===== src/rtl/pool_window_scheduler_if.sv =====
// Handshake and memory-port bundle between the pooling scheduler, the
// input feature-map RAM and the output buffer.
interface pool_window_scheduler_if #(
    parameter int WIDTH_BIT = 16,
    parameter int ADDR_W    = 16
);
    logic                        start;
    logic                        busy;
    logic                        done;
    logic                        rd_en;
    logic [ADDR_W-1:0]           rd_addr;
    logic signed [WIDTH_BIT-1:0] rd_data;
    logic                        wr_en;
    logic                        wr_ready;
    logic [ADDR_W-1:0]           wr_addr;
    logic signed [WIDTH_BIT-1:0] wr_data;

    modport master (
        input  start, rd_data, wr_ready,
        output busy, done, rd_en, rd_addr, wr_en, wr_addr, wr_data
    );

    modport slave (
        output start, rd_data, wr_ready,
        input  busy, done, rd_en, rd_addr, wr_en, wr_addr, wr_data
    );
endinterface


===== src/rtl/pool_window_scheduler.sv =====
// Max-pooling pass sequencer: walks every POOL x POOL window of every channel,
// reads each element from a 1-cycle-latency RAM, keeps a signed running
// maximum and hands each window result to the output buffer via valid/ready.
module pool_window_scheduler #(
    parameter int IN_SIZE   = 28,
    parameter int POOL      = 2,
    parameter int STRIDE    = 2,
    parameter int CHANNELS  = 1,
    parameter int WIDTH_BIT = 16,
    parameter int ADDR_W    = 16
) (
    input logic                    clock,
    input logic                    reset,
    pool_window_scheduler_if.master bus
);
    localparam int OUT_SIZE = (IN_SIZE - POOL) / STRIDE + 1;
    localparam int LAST_K   = POOL * POOL - 1;

    typedef enum logic [2:0] {IDLE, READ, LAST, WRITE, DONE} state_t;

    state_t state;
    int     ch, oi, oj;
    int     k, kx, ky;
    int     nxt_ch, nxt_oi, nxt_oj;
    logic   last_win;

    // Read-return pipeline: vld_p1 marks a sample on rd_data this cycle,
    // first_p1 marks it as element 0 of its window.
    logic                        vld_p1;
    logic                        first_p1;
    logic signed [WIDTH_BIT-1:0] max_p1;

    function automatic logic [ADDR_W-1:0] in_addr(input int c, input int i, input int j,
                                                  input int wy, input int wx);
        int a;
        a = c * IN_SIZE * IN_SIZE + (i * STRIDE + wy) * IN_SIZE + (j * STRIDE + wx);
        return ADDR_W'(a);
    endfunction

    function automatic logic [ADDR_W-1:0] out_addr(input int c, input int i, input int j);
        int a;
        a = c * OUT_SIZE * OUT_SIZE + i * OUT_SIZE + j;
        return ADDR_W'(a);
    endfunction

    // First sample loads directly; later ones win only when strictly greater,
    // so ties keep the earlier value.
    function automatic logic signed [WIDTH_BIT-1:0] reduce_max(
        input logic signed [WIDTH_BIT-1:0] cur,
        input logic signed [WIDTH_BIT-1:0] smp,
        input logic                        first);
        return (first || (smp > cur)) ? smp : cur;
    endfunction

    // Next output-pixel position (oj fastest, then oi, then channel).
    always_comb begin
        nxt_ch   = ch;
        nxt_oi   = oi;
        nxt_oj   = oj + 1;
        last_win = (ch == CHANNELS - 1) && (oi == OUT_SIZE - 1) && (oj == OUT_SIZE - 1);
        if (oj == OUT_SIZE - 1) begin
            nxt_oj = 0;
            nxt_oi = oi + 1;
            if (oi == OUT_SIZE - 1) begin
                nxt_oi = 0;
                nxt_ch = ch + 1;
            end
        end
    end

    // Controller FSM with registered outputs plus the running-max datapath.
    always_ff @(posedge clock) begin
        if (reset) begin
            state       <= IDLE;
            bus.busy    <= 1'b0;
            bus.done    <= 1'b0;
            bus.rd_en   <= 1'b0;
            bus.wr_en   <= 1'b0;
            bus.rd_addr <= '0;
            bus.wr_addr <= '0;
            bus.wr_data <= '0;
            ch          <= 0;
            oi          <= 0;
            oj          <= 0;
            k           <= 0;
            kx          <= 0;
            ky          <= 0;
            vld_p1      <= 1'b0;
            first_p1    <= 1'b0;
        end else begin
            // ---- stage p1: sample returned by the RAM
            vld_p1   <= bus.rd_en;
            first_p1 <= bus.rd_en && (k == 0);
            if (vld_p1) begin
                max_p1 <= reduce_max(max_p1, bus.rd_data, first_p1);
            end

            case (state)
                IDLE: begin
                    if (bus.start) begin
                        ch          <= 0;
                        oi          <= 0;
                        oj          <= 0;
                        k           <= 0;
                        kx          <= 0;
                        ky          <= 0;
                        bus.busy    <= 1'b1;
                        bus.rd_en   <= 1'b1;
                        bus.rd_addr <= in_addr(0, 0, 0, 0, 0);
                        state       <= READ;
                    end
                end
                READ: begin
                    if (k == LAST_K) begin
                        bus.rd_en <= 1'b0;
                        state     <= LAST;
                    end else begin
                        k <= k + 1;
                        if (kx == POOL - 1) begin
                            kx          <= 0;
                            ky          <= ky + 1;
                            bus.rd_addr <= in_addr(ch, oi, oj, ky + 1, 0);
                        end else begin
                            kx          <= kx + 1;
                            bus.rd_addr <= in_addr(ch, oi, oj, ky, kx + 1);
                        end
                    end
                end
                LAST: begin
                    // Final sample arrives this cycle; fold it straight into the result.
                    bus.wr_en   <= 1'b1;
                    bus.wr_addr <= out_addr(ch, oi, oj);
                    bus.wr_data <= reduce_max(max_p1, bus.rd_data, first_p1);
                    state       <= WRITE;
                end
                WRITE: begin
                    if (bus.wr_ready) begin
                        bus.wr_en <= 1'b0;
                        if (last_win) begin
                            bus.busy <= 1'b0;
                            bus.done <= 1'b1;
                            state    <= DONE;
                        end else begin
                            ch          <= nxt_ch;
                            oi          <= nxt_oi;
                            oj          <= nxt_oj;
                            k           <= 0;
                            kx          <= 0;
                            ky          <= 0;
                            bus.rd_en   <= 1'b1;
                            bus.rd_addr <= in_addr(nxt_ch, nxt_oi, nxt_oj, 0, 0);
                            state       <= READ;
                        end
                    end
                end
                DONE: begin
                    bus.done <= 1'b0;
                    state    <= IDLE;
                end
                default: state <= IDLE;
            endcase
        end
    end
endmodule


===== src/flat_wrapper.sv =====
// flat-port wrapper written by rule: the top's interface ports become plain ports
module pool_window_scheduler_flat 
#(
    parameter int IN_SIZE   = 28,
    parameter int POOL      = 2,
    parameter int STRIDE    = 2,
    parameter int CHANNELS  = 1,
    parameter int WIDTH_BIT = 16,
    parameter int ADDR_W    = 16
)
  (clock, reset, bus_start, bus_rd_data, bus_wr_ready, bus_busy, bus_done, bus_rd_en, bus_rd_addr, bus_wr_en, bus_wr_addr, bus_wr_data);
  pool_window_scheduler_if #(.WIDTH_BIT(WIDTH_BIT), .ADDR_W(ADDR_W)) bus_i ();
  input logic clock;
  input logic reset;
  input wire logic [$bits(bus_i.start)-1:0] bus_start;
  input wire logic [$bits(bus_i.rd_data)-1:0] bus_rd_data;
  input wire logic [$bits(bus_i.wr_ready)-1:0] bus_wr_ready;
  output wire logic [$bits(bus_i.busy)-1:0] bus_busy;
  output wire logic [$bits(bus_i.done)-1:0] bus_done;
  output wire logic [$bits(bus_i.rd_en)-1:0] bus_rd_en;
  output wire logic [$bits(bus_i.rd_addr)-1:0] bus_rd_addr;
  output wire logic [$bits(bus_i.wr_en)-1:0] bus_wr_en;
  output wire logic [$bits(bus_i.wr_addr)-1:0] bus_wr_addr;
  output wire logic [$bits(bus_i.wr_data)-1:0] bus_wr_data;
  assign bus_i.start = bus_start;
  assign bus_i.rd_data = bus_rd_data;
  assign bus_i.wr_ready = bus_wr_ready;
  assign bus_busy = bus_i.busy;
  assign bus_done = bus_i.done;
  assign bus_rd_en = bus_i.rd_en;
  assign bus_rd_addr = bus_i.rd_addr;
  assign bus_wr_en = bus_i.wr_en;
  assign bus_wr_addr = bus_i.wr_addr;
  assign bus_wr_data = bus_i.wr_data;
  pool_window_scheduler #(.IN_SIZE(IN_SIZE), .POOL(POOL), .STRIDE(STRIDE), .CHANNELS(CHANNELS), .WIDTH_BIT(WIDTH_BIT), .ADDR_W(ADDR_W)) u_core (.clock(clock), .reset(reset), .bus(bus_i));
endmodule

===== config.mk =====
export PLATFORM = sky130hd
export DESIGN_NAME = pool_window_scheduler_flat
export DESIGN_NICKNAME = d
export VERILOG_FILES = /design/src/rtl/pool_window_scheduler_if.sv /design/src/rtl/pool_window_scheduler.sv /design/src/flat_wrapper.sv
export SDC_FILE = /design/constraint.sdc
export NUM_CORES = 1
export LEC_CHECK = 0
export CAP_MARGIN = 10
export CORE_ASPECT_RATIO = 0.7
export CORE_MARGIN = 2
export CORE_UTILIZATION = 40
export DETAILED_ROUTE_END_ITERATION = 7
export SLEW_MARGIN = 30
export SYNTH_ARGS = -nofsm -noshare
export SYNTH_HDL_FRONTEND = slang
export SYNTH_SLANG_ARGS = --single-unit
export TNS_END_PERCENT = 100

===== constraint.sdc =====
create_clock -name clock -period 12.6 [get_ports clock]
set_input_delay 2.52 -clock clock [delete_from_list [all_inputs] [get_ports clock]]
set_output_delay 2.52 -clock clock [all_outputs]
set_load 0.005 [all_outputs]

==> results of run 1 <==
==> final cells by class <==
| class | count | area share, % |
|---|---|---|
| inverters | 438 | 6.17 |
| multi-input cells | 2148 | 64.1 |
| repair buffers | 93 | 3.28 |
| well taps | 808 | 3.79 |
| clock buffers | 39 | 3.09 |
| flip-flops and latches | 247 | 19.2 |
| clock inverters | 11 | 0.427 |
==> layer usage <==
layer / global-route usage (%) / routed length (µm) / vias to the layer above
met5: 0 / 0 / -
met4: 5.03 / 1580 / 0
met3: 3.95 / 5470 / 98
met2: 35.3 / 30100 / 676
met1: 35.4 / 36000 / 9787
li1: - / - / 9836
==> worst max-delay path: cells and delay by family, from the launching register on <==
kind,cells,cell delay [ns]
adder cells (fa/ha/maj),8,3.20
XOR/XNOR,13,3.00
AND/OR/NAND/NOR,5,1.47
AO/OA/AOI/OAI,7,1.20
flip-flops,1,0.53
buffers and inverters,6,0.52
==> cells in the mapped netlist (11+ instances only) <==
library cell	instances	area, µm²
inv_1	436	1640
ha_1	290	3630
nor2_1	275	1030
dfxtp_1	231	4620
a21oi_1	206	1030
xnor2_1	173	1520
nand2_1	169	634
fa_1	149	2980
xor2_1	122	1070
o21ai_0	105	526
nand3_1	90	450
nor3_1	83	415
clkbuf_1	58	218
nand4_1	44	275
nor4_1	43	269
a21o_1	40	300
nand2b_1	36	225
and3_1	33	206
nor2b_1	28	175
or3_1	24	150
mux2_2	18	203
o21bai_1	18	135
o211a_1	17	170
edfxtp_1	16	480
and4_1	14	123
o21a_1	14	105
o22ai_1	11	68.8
==> sequential cells by signal (all words and copies together) (netlist names), 3 cells and up <==
signal and cells:
u_core.kx 32, u_core.bus.rd_addr 16, u_core.ky 14, u_core.state 3
u_core.oj 32, u_core.ch 32, u_core.bus.wr_addr 16, u_core.max_p1 16
u_core.oi 32, u_core.bus.wr_data 16, u_core.k 32
==> worst min-delay path by stage <==
stage,startpoint,to,slack [ns],cells past startpoint
6_report,u_core.bus.wr_addr[4]$_SDFFE_PP0P_,u_core.bus.wr_addr[4]$_SDFFE_PP0P_,0.45,2
5_1_grt,u_core.bus.wr_addr[11]$_SDFFE_PP0P_,u_core.bus.wr_addr[11]$_SDFFE_PP0P_,0.49,2
4_1_cts,u_core.bus.wr_addr[4]$_SDFFE_PP0P_,u_core.bus.wr_addr[4]$_SDFFE_PP0P_,0.46,2
3_5_place_dp,u_core.bus.wr_addr[4]$_SDFFE_PP0P_,u_core.bus.wr_addr[4]$_SDFFE_PP0P_,0.45,2
3_3_place_gp,u_core.bus.wr_addr[4]$_SDFFE_PP0P_,u_core.bus.wr_addr[4]$_SDFFE_PP0P_,0.44,2
2_1_floorplan,u_core.bus.wr_addr[10]$_SDFFE_PP0P_,u_core.bus.wr_addr[10]$_SDFFE_PP0P_,0.45,2
==> metrics by stage <==
step | area (µm²) | instances
after floorplan | 24100 | 2908
after global placement | 25700 | 3734
after detailed placement | 25700 | 3734
after CTS | 26600 | 3784
after global routing | 26600 | 3784
final | 26600 | 3784
==> placed cells by master (no fill, tap or decap), drive strengths merged, types with 106 or more instances in the layout <==
master / count
inv: 438
o21ai: 106
a21oi: 207
nor2: 275
fa: 149
xor2: 122
ha: 290
xnor2: 174
nand2: 170
dfxtp: 231
==> cell families after synthesis <==
kind of cell               share of synthesized area (%)
AOI/OAI and AO/OA                                   12.5
buffers and inverters                               8.08
muxes                                               1.17
DFF                                                 21.2
xor gates and xnor gates                            11.4
adders and majority gates                           27.5
and+or+nand+nor                                     18.2
==> power groups by stage <==
stage,combinational (mW),sequential [mW],clock [mW]
final,0.120,0.802,0.852
after detailed placement,0.118,0.820,0
after floorplan,0.0668,0.818,0
after CTS,0.119,0.803,0.870
after global routing,0.129,0.803,0.898
after global placement,0.117,0.820,0
==> results_dict.tcl, run 1 <==
set metrics [dict create \
    outcome "finished clean" \
    final_hold_viol_count 0 \
    holdBufCountCts 0 \
    dieArea_um2 62200 \
    yosysWarningCount 0 \
    seq_area_frac_synth_pct 21.2 \
    utilization_pct 44.6 \
    floorplan.initialDensity_pct 40.3 \
    netSwitchingFraction_pct 26.0 \
    slew_viol_final 0 \
    cts.htree.levels 1 \
    powerDensity_nw_per_um2 66.6 \
    slowest_delay_ns 0.61 \
    crit_path_end_kind "flop" \
    finalSetupViolCount 0 \
    grt_pass1_vias 20100 \
    p_leak_nw 12.6 \
    p_int_mw 1.31 \
    die_h_um 209 \
    critical_path_class "reg2reg" \
    drive_gt1_share_pct 4.10 \
    max-slew-margin-rel_pct 32.9 \
    fp-row-count 75 \
    worstReg2RegEnd "u_core.bus.rd_addr[15]$_SDFFE_PP0P_" \
    synth_seq_cells 247 \
    grt_pass1_wl_mm 116 \
    setup-tns-final_ns 0 \
    crit_slowest_cell "nor4_4" \
    p_sw_uw 461 \
    worst-r2r-cell-count 39 \
    syn_nets 3367 \
    maxCapViolCount 0 \
    gr-total-overflow 0 \
    grt_use_total_pct 23.6 \
    io_pins 72 \
    cts_made_buffers 28 \
    vias 20400 \
    path_max_fanout 8 \
    dr.pass1.iters 5 \
    timing.hold.ws_ns 0.451 \
    hp-class "reg2reg" \
    via_per_inst 5.39 \
    skew_ns 0.0280 \
    total_power_mw 1.77 \
    max_freq_mhz 99.7 \
    fill_cells 5890 \
    wirelength_mm 73.1 \
    clock_sinks 247 \
    cp-endpoint "u_core.bus.rd_addr[15]$_SDFFE_PP0P_" \
    clkPwrFrac_pct 48.0 \
    drc 0 \
    place_ws_ns 2.61 \
    grt_max_degree 60 \
    synthDistinctLibCells 76 \
    path_clk_slew_ns 0.07 \
    syn_area_um2 24100 \
    irDropWorstVdd_mv 0.0968 \
    io_buffers 71 \
    multi_input_area_um2 17100 \
    wl_per_cell_um 19.3 \
    cts-root-buf "clkbuf_16" \
    area_growth_syn_to_layout_pct 10.7 \
    antenna_found_initial 1 \
    ant_nets 0 \
    fp.dieW_um 297 \
    rsz0062_at_grt "false" \
    insertedDiodeCount 0 \
    dp_hpwl_mm 58.9 \
    avgSynthCellArea_um2 8.28 \
    worstMarginPinSlew_ns 0.999 \
    worstSetupStartpoint "u_core.oi[2]$_SDFFE_PP0P_" \
    finalWeightedCongestion 0.957 \
    seq_power_share_pct 45.2 \
    post-cts-setup-buffers 0 \
    clock_path_buffers 3 \
    drt_iter0_drc 1651 \
    timing.rr.start "u_core.oi[2]$_SDFFE_PP0P_" \
    async_flop_share_pct 0 \
    rrSetupSlack_ns 2.57 \
    fin_nets 3415 \
    ctsResizeCount 0 \
    core_um2 59700 \
    synth_edf_count 16 \
    insertion_delay_ns 0.61 \
    finalWorstSetupSlack_ns 2.57 \
    synthCells 2908 \
    arrival_ns 10.50 \
    seqCellArea_um2 5100 \
    cts_tree "yes" \
    min_period_over_period_pct 79.6 \
    power_frac_comb_pct 6.7 \
    start_kind "flop" \
    worstPathRequired_ns 13.07 \
    ys.flop_type "dfxtp_1" \
    fin_crit_ns 10.03 \
]
(Power assumes the default switching activity.)
==> inputs of run 2 (changes only) <==
==> constraint.sdc (replaced) <==
create_clock -name clock -period 9.7 [get_ports clock]
set_input_delay 1.94 -clock clock [delete_from_list [all_inputs] [get_ports clock]]
set_output_delay 1.94 -clock clock [all_outputs]
set_load 0.005 [all_outputs]
==> run 2 against run 1 <==
Net effect: final area rose by 1.8%; worst setup slack got worse by 1.9 ns; fmax rose by 11%; register-to-register slack got worse by 1.9 ns.
==> results_dict.tcl, run 2 (synthesis gave the netlist of run 1 again) <==
set metrics [dict create \
    clkPwrFrac_pct 51.6 \
    grt_use_total_pct 23.1 \
    skew_ns 0.0388 \
    worst-r2r-cell-count 41 \
    netSwitchingFraction_pct 25.0 \
    antenna_found_initial 2 \
    powerDensity_nw_per_um2 91.0 \
    slowest_delay_ns 0.50 \
    core_um2 59700 \
    worstReg2RegEnd "u_core.bus.rd_addr[15]$_SDFFE_PP0P_" \
    grt_pass1_wl_mm 114 \
    path_clk_slew_ns 0.06 \
    crit_top_cell "inv_1" \
    fin_area_um2 27100 \
    slew_viol_final 0 \
    floorplan.initialDensity_pct 40.3 \
    cts_tree "yes" \
    crit_path_end_kind "flop" \
    outcome "finished clean" \
    grt_pass1_vias 20100 \
    fin_nets 3453 \
    seq_power_share_pct 42.3 \
    area_growth_syn_to_layout_pct 12.7 \
    cp-endpoint "u_core.bus.rd_addr[15]$_SDFFE_PP0P_" \
    gr-total-overflow 0 \
    drt_iter0_drc 1760 \
    layout_commonest_cell "inv_1" \
    finalSetupViolCount 0 \
    max_freq_mhz 110 \
    fp-row-count 75 \
    drc 0 \
    final_cell_count_no_fill 3826 \
    dr.pass1.iters 5 \
    critical_path_class "reg2reg" \
    power_frac_comb_pct 6.1 \
    timing.rr.start "u_core.oi[12]$_SDFFE_PP0P_" \
    max-slew-margin-rel_pct 38.9 \
    via_per_inst 5.37 \
    place_ws_ns 0.279 \
    dpl_cell_area_um2 25900 \
    vias 20500 \
    clock_sinks 247 \
    cts.htree.levels 1 \
    worstPathRequired_ns 10.20 \
    finalWeightedCongestion 0.994 \
    final_cell_mix "435 x inv_1, 290 x ha_1, 274 x nor2_1" \
    p_leak_nw 12.9 \
    worstSetupStartpoint "u_core.oi[12]$_SDFFE_PP0P_" \
    placedCellCount 3767 \
    insertion_delay_ns 0.62 \
    path_max_fanout 7 \
    arrival_ns 9.57 \
    grt_max_degree 68 \
    min_period_over_period_pct 93.5 \
    rrSetupSlack_ns 0.63 \
    fill_cells 5812 \
    holdBufCountCts 0 \
    cts_made_buffers 29 \
    irDropWorstVdd_mv 0.143 \
    dieArea_um2 62200 \
    fp.dieW_um 297 \
    fin_crit_ns 9.07 \
    worstMarginPinSlew_ns 0.907 \
    die_h_um 209 \
    maxCapViolCount 0 \
    p_sw_uw 618 \
    io_buffers 71 \
    wl_per_cell_um 18.9 \
    wirelength_mm 72.2 \
    p_int_mw 1.85 \
    start_kind "flop" \
    hp-class "reg2reg" \
    clock_path_buffers 3 \
    ant_nets 0 \
    drive_gt1_share_pct 5.73 \
    finalWorstSetupSlack_ns 0.628 \
    crit_slowest_cell "fa_1" \
    dp_hpwl_mm 57.3 \
    final_hold_viol_count 0 \
    cts-root-buf "clkbuf_16" \
    io_pins 72 \
]
-- run 2: area by class of cell --
class                      count  area [µm²]  share of cell area, %
multi-input combinational   2148       17100                   63.2
sequential                   247        5100                   18.8
inverter                     438        1640                   6.06
timing repair buffer         130        1150                   4.24
tap                          808        1010                   3.73
clock buffer                  32         737                   2.72
clock inverter                22         337                   1.24
antenna                        1        2.50                0.00923
-- run 2: through the flow --
stage	hold WS [ns]	setup TNS (ns)	power, mW	util, %
6_report	0.452	0	2.47	45.4
5_1_grt	0.471	-0.0110	2.54	45.4
4_1_cts	0.452	0	2.49	45.3
3_5_place_dp	0.445	0	1.22	43.5
3_3_place_gp	0.443	0	1.21	43.4
2_1_floorplan	0.448	0	1.15	-
-- run 2: metal layers --
metal	GRT usage, %	routed length (µm)	vias up
met5	1.15	103	-
met4	4.93	1630	2
met3	4.16	5770	91
met2	33.3	28800	689
met1	35.4	35900	9829
li1	-	-	9920
-- run 2: worst min path at each step --
stage | from | to | slack, ns | cells past startpoint
CTS | u_core.bus.wr_addr[4]$_SDFFE_PP0P_ | u_core.bus.wr_addr[4]$_SDFFE_PP0P_ | 0.45 | 2
detailed placement | u_core.bus.wr_addr[4]$_SDFFE_PP0P_ | u_core.bus.wr_addr[4]$_SDFFE_PP0P_ | 0.45 | 2
finish | u_core.bus.wr_addr[4]$_SDFFE_PP0P_ | u_core.bus.wr_addr[4]$_SDFFE_PP0P_ | 0.45 | 2
global placement | u_core.bus.wr_addr[4]$_SDFFE_PP0P_ | u_core.bus.wr_addr[4]$_SDFFE_PP0P_ | 0.44 | 2
floorplan | u_core.bus.wr_addr[10]$_SDFFE_PP0P_ | u_core.bus.wr_addr[10]$_SDFFE_PP0P_ | 0.45 | 2
global route | u_core.bus.wr_addr[4]$_SDFFE_PP0P_ | u_core.bus.wr_addr[4]$_SDFFE_PP0P_ | 0.47 | 2
-- run 2: repair_timing --
action,in CTS,in global routing
gates resized for setup,0,10
buffers inserted,0,4
endpoints found under the setup margin,0,1
-- run 2: power groups by stage --
stage / Combinational [mW] / Clock [mW] / Sequential, mW
3_5_place_dp: 0.150 / 0 / 1.07
2_1_floorplan: 0.0868 / 0 / 1.06
6_report: 0.152 / 1.27 / 1.04
5_1_grt: 0.165 / 1.33 / 1.04
4_1_cts: 0.151 / 1.30 / 1.04
3_3_place_gp: 0.148 / 0 / 1.07
-- run 2: critical path, delay by kind of cell (launching register included) --
family                     cells  cell delay [ns]
AOI/OAI and AO/OA              6             0.99
xor gates and xnor gates      12             2.48
buffers and inverters          9             0.90
muxes                          1             0.26
adders and majority gates      8             2.99
and+or+nand+nor                5             0.92
DFF                            1             0.41
==> inputs of run 3 (changes only) <==
==> constraint.sdc (replaced) <==
create_clock -name clock -period 8.45 [get_ports clock]
set_input_delay 1.69 -clock clock [delete_from_list [all_inputs] [get_ports clock]]
set_output_delay 1.69 -clock clock [all_outputs]
set_load 0.005 [all_outputs]
==> run 3 against run 2 <==
Net effect: fmax up 11%; utilization up 1.7 points; combinational power up 15%.
==> results_dict.tcl, run 3 (synthesis gave the netlist of run 1 again) <==
set metrics [dict create \
    fp-row-count 75 \
    utilization_pct 47.1 \
    ant_nets 0 \
    slew_viol_final 0 \
    grt_max_degree 51 \
    final_cell_mix "428 x inv_1, 274 x nor2_1, 274 x ha_1" \
    io_buffers 71 \
    dp_hpwl_mm 58.2 \
    irDropWorstVdd_mv 0.186 \
    dieArea_um2 62200 \
    io_pins 72 \
    drc 0 \
    cts_tree "yes" \
    cts_made_buffers 29 \
    path_max_fanout 6 \
    wl_per_cell_um 18.5 \
    skew_ns 0.0184 \
    final_hold_viol_count 0 \
    gr-total-overflow 0 \
    crit_slowest_cell "fa_1" \
    insertion_delay_ns 0.61 \
    max-slew-margin-rel_pct 34.4 \
    fin_crit_ns 8.15 \
    core_um2 59700 \
    worstPathRequired_ns 9.00 \
    finalSetupViolCount 0 \
    hp-class "reg2reg" \
    antenna_found_initial 0 \
    grt_pass1_vias 20000 \
    area_growth_syn_to_layout_pct 16.8 \
    finalWeightedCongestion 0.937 \
    floorplan.initialDensity_pct 40.3 \
    arrival_ns 8.70 \
    vias 20800 \
    worstMarginPinSlew_ns 0.980 \
    clock_sinks 247 \
    min_period_over_period_pct 96.4 \
    dr.pass1.iters 5 \
    layout_commonest_cell "inv_1" \
    grt_use_total_pct 23.0 \
    drive_gt1_share_pct 10.2 \
    critical_path_class "reg2reg" \
    fin_nets 3560 \
    drt_iter0_drc 1769 \
    powerDensity_nw_per_um2 94.0 \
    via_per_inst 5.30 \
    cts.htree.levels 1 \
    crit_path_end_kind "flop" \
    fp.dieW_um 297 \
    start_kind "flop" \
    max_freq_mhz 123 \
    setup-tns-final_ns 0 \
    insertedDiodeCount 0 \
    clock_path_buffers 3 \
    grt_pass1_wl_mm 114 \
    cts-root-buf "clkbuf_16" \
    outcome "finished clean" \
    crit_top_cell "xnor3_1" \
    p_leak_nw 13.3 \
    wirelength_mm 72.8 \
    maxCapViolCount 0 \
    slowest_delay_ns 0.53 \
    path_clk_slew_ns 0.07 \
    die_h_um 209 \
]
[run 3: final timing paths]
path | from | end | slack [ns] | depth (start not counted)
hold / removal | u_core.bus.rd_addr[1]$_SDFFE_PP0P_ | u_core.bus.rd_addr[1]$_SDFFE_PP0P_ | 0.46 | 2
setup / recovery | u_core.oi[13]$_SDFFE_PP0P_ | u_core.bus.rd_addr[15]$_SDFFE_PP0P_ | 0.30 | 42
setup reg to reg | u_core.oi[13]$_SDFFE_PP0P_ | u_core.bus.rd_addr[15]$_SDFFE_PP0P_ | 0.30 | 42
hold reg to reg | u_core.bus.rd_addr[1]$_SDFFE_PP0P_ | u_core.bus.rd_addr[1]$_SDFFE_PP0P_ | 0.46 | 2
[run 3: timing repair]
action / CTS / global route
cloned: 0 / 0
hold endpoints to repair: 0 / 0
buffers inserted: 5 / 7
pin swaps: 10 / 41
resized for setup: 10 / 54
hold buffers: 0 / 0
setup endpoints to repair: 1 / 3
[run 3: layer usage]
| metal | routed length (µm) | GRT usage [%] | vias to the layer above | part of all wire [%] |
|---|---|---|---|---|
| met5 | 0 | 0 | - | 0 |
| met4 | 952 | 3.33 | 0 | 1.3 |
| met3 | 6280 | 4.96 | 65 | 8.6 |
| met2 | 28600 | 32.1 | 654 | 39 |
| met1 | 37000 | 36.4 | 9962 | 51 |
| li1 | - | - | 10100 | - |
[run 3: critical path: cells and delay by family, from the launching register on]
kind,cells,cell delay (ns)
AND/OR/NAND/NOR,6,0.96
XOR/XNOR,13,2.33
buffers and inverters,9,0.84
flip-flops,1,0.34
adder cells (fa/ha/maj),7,2.41
AO/OA/AOI/OAI,7,1.22
[run 3: where the power goes]
part / total [mW] / internal (mW) / switching (mW)
Clock: 1.27 / 0.702 / 0.569
Combinational: 0.175 / 0.0582 / 0.117
Sequential: 1.20 / 1.19 / 0.00764
[run 3: final cells by class]
class	count	area (µm²)
clock buffer	40	807
clock inverter	11	115
fill	5808	31600
inverter	438	1640
multi-input combinational	2148	17500
sequential	247	5110
tap	808	1010
timing repair buffer	237	1970
[run 3: stage by stage]
step	area [µm²]	setup slack, ns	std cells	power, mW	hold slack, ns
3_3_place_gp	26700	-0.112	3866	1.39	0.440
3_5_place_dp	26700	-0.297	3866	1.39	0.447
5_1_grt	28100	-0.0490	3929	2.74	0.480
6_report	28100	0.301	3929	2.64	0.456
4_1_cts	27700	0.00982	3922	2.67	0.457
2_1_floorplan	24100	0.0150	2908	1.32	0.448
